**config.mk**
```make
export PLATFORM = sky130hd
export DESIGN_NAME = popcount_seq_ctrl_flat
export DESIGN_NICKNAME = d
export VERILOG_FILES = /design/src/rtl/popcount_seq_ctrl_if.sv /design/src/rtl/popcount_seq_ctrl.sv /design/src/flat_wrapper.sv
export SDC_FILE = /design/constraint.sdc
export NUM_CORES = 1
export LEC_CHECK = 0
export ABC_AREA = 1
export BUFFER_PORTS_ARGS = -buffer_cell sky130_fd_sc_hd__buf_2
export CORE_AREA = 2 2 96 75
export CTS_CLUSTER_SIZE = 16
export DETAILED_ROUTE_END_ITERATION = 12
export DIE_AREA = 0 0 98 77
export GPL_TIMING_DRIVEN = 0
export HOLD_SLACK_MARGIN = 0.02
export PLACE_DENSITY = 0.85
export REMOVE_ABC_BUFFERS = 1
export SYNTH_ARGS = -nofsm -noshare
export SYNTH_HDL_FRONTEND = slang
export SYNTH_SLANG_ARGS = --single-unit
```
**constraint.sdc**
```tcl
create_clock -name clk -period 10.31 [get_ports clk]
set_input_delay 1.031 -clock clk [delete_from_list [all_inputs] [get_ports clk]]
set_output_delay 1.031 -clock clk [all_outputs]
set_load 0.03 [all_outputs]
```
**src/rtl/popcount_seq_ctrl_if.sv**
```systemverilog
// Handshake bundle for popcount_seq_ctrl: word-in and count-out valid/ready channels.
// The threshold/over_thresh pair exists only when POPCNT_THRESH_EN is defined.
interface popcount_seq_ctrl_if #(
    parameter int WIDTH = 60
);
    localparam int CW = $clog2(WIDTH + 1);

    logic             in_valid;
    logic             in_ready;
    logic [WIDTH-1:0] in_data;
    logic             out_valid;
    logic             out_ready;
    logic [CW-1:0]    out_count;
    logic             busy;
`ifdef POPCNT_THRESH_EN
    logic [CW-1:0]    threshold;
    logic             over_thresh;

    modport master (
        output in_valid, in_data, out_ready, threshold,
        input  in_ready, out_valid, out_count, busy, over_thresh
    );
    modport slave (
        input  in_valid, in_data, out_ready, threshold,
        output in_ready, out_valid, out_count, busy, over_thresh
    );
`else
    modport master (
        output in_valid, in_data, out_ready,
        input  in_ready, out_valid, out_count, busy
    );
    modport slave (
        input  in_valid, in_data, out_ready,
        output in_ready, out_valid, out_count, busy
    );
`endif
endinterface

```
**src/rtl/popcount_seq_ctrl.sv**
```systemverilog
// Sequential population counter: one shared 15-bit ones-counter walks the latched word
// slice by slice. Optional count-versus-threshold flag under macro POPCNT_THRESH_EN.
module popcount_seq_ctrl #(
    parameter int WIDTH = 60
) (
    input logic                clk,
    input logic                rst,
    popcount_seq_ctrl_if.slave bus
);
    localparam int SLICES = (WIDTH + 14) / 15;
    localparam int CW     = $clog2(WIDTH + 1);
    localparam int PADW   = SLICES * 15;
    localparam int IW     = (SLICES > 1) ? $clog2(SLICES) : 1;
    localparam logic [IW-1:0] LAST_IDX = IW'(SLICES - 1);

    typedef enum logic [1:0] {
        IDLE  = 2'd0,
        COUNT = 2'd1,
        DONE  = 2'd2
    } state_t;

    state_t          state_q;
    logic [PADW-1:0] data_q;
    logic [IW-1:0]   idx_q;
    logic [CW-1:0]   acc_q;
    logic [CW-1:0]   out_count_q;
    logic            in_ready_q;
    logic            out_valid_q;
    logic            busy_q;
`ifdef POPCNT_THRESH_EN
    logic [CW-1:0]   thresh_q;
    logic            over_thresh_q;
`endif

    logic [14:0]     slice_d;
    logic [CW-1:0]   acc_d;

    function automatic logic [3:0] ones15(input logic [14:0] v);
        logic [3:0] n;
        n = 4'd0;
        for (int k = 0; k < 15; k++) begin
            n = n + {3'b000, v[k]};
        end
        return n;
    endfunction

    // Select the active slice and form the running sum; the sum never exceeds WIDTH.
    always_comb begin
        slice_d = 15'd0;
        for (int s = 0; s < SLICES; s++) begin
            slice_d = (idx_q == IW'(s)) ? data_q[s*15 +: 15] : slice_d;
        end
        acc_d = acc_q + CW'(ones15(slice_d));
    end

    // Controller FSM with all outputs held in registers.
    always_ff @(posedge clk) begin
        if (rst) begin
            state_q       <= IDLE;
            data_q        <= '0;
            idx_q         <= '0;
            acc_q         <= '0;
            out_count_q   <= '0;
            in_ready_q    <= 1'b1;
            out_valid_q   <= 1'b0;
            busy_q        <= 1'b0;
`ifdef POPCNT_THRESH_EN
            thresh_q      <= '0;
            over_thresh_q <= 1'b0;
`endif
        end else begin
            case (state_q)
                IDLE: begin
                    if (bus.in_valid && in_ready_q) begin
                        data_q     <= PADW'(bus.in_data);
                        acc_q      <= '0;
                        idx_q      <= '0;
                        in_ready_q <= 1'b0;
                        busy_q     <= 1'b1;
                        state_q    <= COUNT;
`ifdef POPCNT_THRESH_EN
                        thresh_q   <= bus.threshold;
`endif
                    end
                end
                COUNT: begin
                    acc_q <= acc_d;
                    if (idx_q == LAST_IDX) begin
                        out_count_q   <= acc_d;
                        out_valid_q   <= 1'b1;
                        state_q       <= DONE;
`ifdef POPCNT_THRESH_EN
                        over_thresh_q <= (acc_d >= thresh_q);
`endif
                    end else begin
                        idx_q <= idx_q + IW'(1);
                    end
                end
                DONE: begin
                    // in_ready rises only after this edge, so a word can never ride the consume cycle.
                    if (bus.out_ready) begin
                        out_valid_q <= 1'b0;
                        in_ready_q  <= 1'b1;
                        busy_q      <= 1'b0;
                        state_q     <= IDLE;
                    end
                end
                default: begin
                    state_q     <= IDLE;
                    in_ready_q  <= 1'b1;
                    out_valid_q <= 1'b0;
                    busy_q      <= 1'b0;
                end
            endcase
        end
    end

    assign bus.in_ready    = in_ready_q;
    assign bus.out_valid   = out_valid_q;
    assign bus.out_count   = out_count_q;
    assign bus.busy        = busy_q;
`ifdef POPCNT_THRESH_EN
    assign bus.over_thresh = over_thresh_q;
`endif

endmodule

```
**src/flat_wrapper.sv**
```systemverilog
// flat-port wrapper written by rule: the top's interface ports become plain ports
module popcount_seq_ctrl_flat 
#(
    parameter int WIDTH = 60
)
  (clk, rst, bus_in_valid, bus_in_data, bus_out_ready, bus_in_ready, bus_out_valid, bus_out_count, bus_busy);
  popcount_seq_ctrl_if #(.WIDTH(WIDTH)) bus_i ();
  input logic clk;
  input logic rst;
  input wire logic [$bits(bus_i.in_valid)-1:0] bus_in_valid;
  input wire logic [$bits(bus_i.in_data)-1:0] bus_in_data;
  input wire logic [$bits(bus_i.out_ready)-1:0] bus_out_ready;
  output wire logic [$bits(bus_i.in_ready)-1:0] bus_in_ready;
  output wire logic [$bits(bus_i.out_valid)-1:0] bus_out_valid;
  output wire logic [$bits(bus_i.out_count)-1:0] bus_out_count;
  output wire logic [$bits(bus_i.busy)-1:0] bus_busy;
  assign bus_i.in_valid = bus_in_valid;
  assign bus_i.in_data = bus_in_data;
  assign bus_i.out_ready = bus_out_ready;
  assign bus_in_ready = bus_i.in_ready;
  assign bus_out_valid = bus_i.out_valid;
  assign bus_out_count = bus_i.out_count;
  assign bus_busy = bus_i.busy;
  popcount_seq_ctrl #(.WIDTH(WIDTH)) u_core (.clk(clk), .rst(rst), .bus(bus_i));
endmodule
```
==> impl_results.md <==
- Pre-CTS WS: 4.01 ns
- Syn. warnings: 0
- Hold/Removal Path Class: flip-flop to flip-flop
- Final Hold Viols: 0
- Final period util: 63.2%
- WL/cell: 13.5 um
- Die area: 7550 um^2
- Yosys top cell by area: dfxtp_1
- Avg Inst Size Synth: 7.50 um^2
- Antenna violations before repair: 0
- CTS Hold Bufs: 0
- Net count reported at finish: 653
- Total I/O pin count: 73
- Mapped Cells: 510
- Min cycle time layout: 6.52 ns
- List of most frequent post-synthesis cells: nor2_1 (126), dfxtp_1 (79), o21ai_0 (79)
- Area grow syn2layout: 14.2%
- Setup Viol. Count Final: 0
- Final WS setup: 3.79 ns
- Area contributors post-synth: dfxtp_1 (41%), nor2_1 (12%), o21ai_0 (10%)
- Synth top area share: 41.3%
- Critical Path End Type: flip-flop
- CTS tree: done
- Vias per std cell: 5.41
- Critical Path Source Type: flip-flop
- Worst Path Arrival: 6.78 ns
- Core Area: 6600 um^2
- Reg-to-reg startpoint: u_core.idx_q[1]
- Register area share after synthesis: 41.3%
- Htree depth: 3
- DIE HEIGHT: 77 um
- Critical path fanouts, max: 16
- Clock-pin slew on the worst setup and hold paths: 0.08 ns
- Setup Buffers After CTS: 0
- Fin Hold WS: 0.460 ns
- Setup Skew: 0.00484 ns
- Status: finished, final reports clean
- Number of synthesized flops with an enable pin: 0
- Max cap viols: 0
- CTS Buf Count: 9
- Vias post-DR: 3539
- Worst slew margin: 29.5%
- Slowest CP cell: ha_1
- Hold path startpoint: u_core.bus.out_count[2]
- HPWL after detailed placement: 5620 um
- WP data required: 10.57 ns
- Die width: 98 um
- Most frequent cell on the critical path: nand2_1
- Final Core Density: 66.2%
- Global-route wire length before repair: 14500 um
- Synth Flop Type: dfxtp_1
- Clk root buf: clkbuf_8
- Post-synthesis cell area: 3830 um^2
- Total Routing Usage GR: 23.7%
- Row count: 26
- Starting DRT DRC Count: 235
- ANT cells: 0
- CTS Sinks: 79
- Fillers: 561
- Critical Path Source: u_core.idx_q[1]
- Worst skew pair latency: 0.36 ns
- Drt drc: 0
- Buf+Inv Stages, Crit Path: 5
- Fin Setup TNS: 0 ns
- Worst path top cell family by delay: adder cells
- Seq cells post-synth: 79
- 1st-pass router iterations: 5
- Power, Total: 959 uW
- Post-synthesis cell type count: 26
- Gpl congestion: 0.847
- Largest net degree at the start of global routing: 66
- Pleak: 2.08 nW
- Grt ovf: 0
- Worst path max stage delay: 0.60 ns
- CTS max path bufs: 2
- Post_cts resized: 0
- Cell Pwr Density: 219 nW/um^2
- Count leader, synth: nor2_1
- Port Buffer Count: 72
- Unrepaired setup endpoints after global routing: no
- FMAX: 153 MHz
- Starting Density: 57.9%
- Slew @ Worst Pin: 1.06 ns
- Detail Route Antenna Nets: 0
- Final slew viol count: 0
- Worst vdd ir: 108 uV
- Routed Wire Length: 8850 um
- Vias in the first global route: 3208
- Post-synth ARST share: 0%
- Layout cells sized above 1: 16.8%
- Crit path kind: flip-flop to flip-flop
[layout by cell type, fill, tap and decap left out]
| master | count |
|---|---|
| xor2_1 | 4 |
| o21a_1 | 2 |
| ha_1 | 14 |
| buf_8 | 2 |
| nor3_1 | 1 |
| clkinvlp_4 | 1 |
| o21ai_1 | 9 |
| nand2_1 | 63 |
| o211a_1 | 1 |
| inv_1 | 24 |
| nor2_1 | 126 |
| inv_2 | 2 |
| buf_2 | 72 |
| dfxtp_1 | 79 |
| o21bai_1 | 1 |
| clkinv_4 | 1 |
| nand3_2 | 1 |
| a21oi_1 | 34 |
| clkbuf_8 | 10 |
| o21ai_0 | 79 |
| fa_1 | 10 |
| nand3_1 | 24 |
| nand4_1 | 1 |
| or2_2 | 1 |
| nor2_2 | 1 |
| nor2_4 | 1 |
| inv_6 | 1 |
| o211ai_1 | 2 |
| bufinv_16 | 3 |
[final cells by class]
cell class	instances	area, um^2	area share (%)
Multi-Input combinational cell	375	1940	44.5
Clock buffer	10	138	3.15
Sequential cell	79	1580	36.2
Inverter	26	97.6	2.23
Tap cell	84	105	2.40
Clock inverter	6	115	2.63
Timing Repair Buffer	74	390	8.93
[power by group]
group	total, mW	leakage (nW)	switching (mW)	internal, mW
Clock	0.286	0.123	0.117	0.169
Combinational	0.320	1.30	0.194	0.126
Sequential	0.352	0.651	0.0166	0.336
[kinds of logic (layout without fill, tap and decap cells)]
family | count (synthesis) | count (layout) | synth area share, %
xor gates and xnor gates | 4 | 4 | 0.916
and+or+nand+nor | 219 | 219 | 22.9
AOI/OAI and AO/OA | 128 | 128 | 17.2
adders and majority gates | 24 | 24 | 9.81
DFF | 79 | 79 | 41.3
buffers and inverters | 56 | 116 | 7.88
[flip-flops by register name (all words and copies together) (netlist names)]
register / flops
u_core.data_q: 60
u_core.acc_q: 6
u_core.bus.out_count: 6
u_core.idx_q: 2
u_core.state_q: 2
u_core.bus.busy: 1
u_core.bus.in_ready: 1
u_core.bus.out_valid: 1
[layer usage]
| metal | wire, um | up-vias | track usage, % |
|---|---|---|---|
| met2 | 4310 | 134 | 39.4 |
| met4 | 170 | 0 | 9.17 |
| met5 | 0 | - | 0 |
| met3 | 655 | 20 | 6.56 |
| met1 | 3710 | 1614 | 29.3 |
| li1 | - | 1771 | - |
[per-stage QoR]
| step | cells | instance area [um^2] |
|---|---|---|
| floorplan | 480 | 3620 |
| finish | 654 | 4370 |
| CTS | 654 | 4370 |
| detailed placement | 638 | 4120 |
| global route | 654 | 4370 |
| global placement | 636 | 4090 |
[tightest hold or removal path, stage by stage, from the launching register on]
cell and delay (ns):
dfxtp_1 0.31, nand2_1 0.06, a21oi_1 0.05
[final timing paths]
| path | end | slack [ns] | cells after the start |
|---|---|---|---|
| setup / recovery | u_core.bus.out_count[5] | 3.79 | 27 |
| hold / removal | u_core.bus.out_count[2] | 0.46 | 2 |
| setup reg to reg | u_core.bus.out_count[5] | 3.79 | 27 |
| hold reg to reg | u_core.bus.out_count[2] | 0.46 | 2 |
Note: power is estimated with default switching activity, not from simulation.
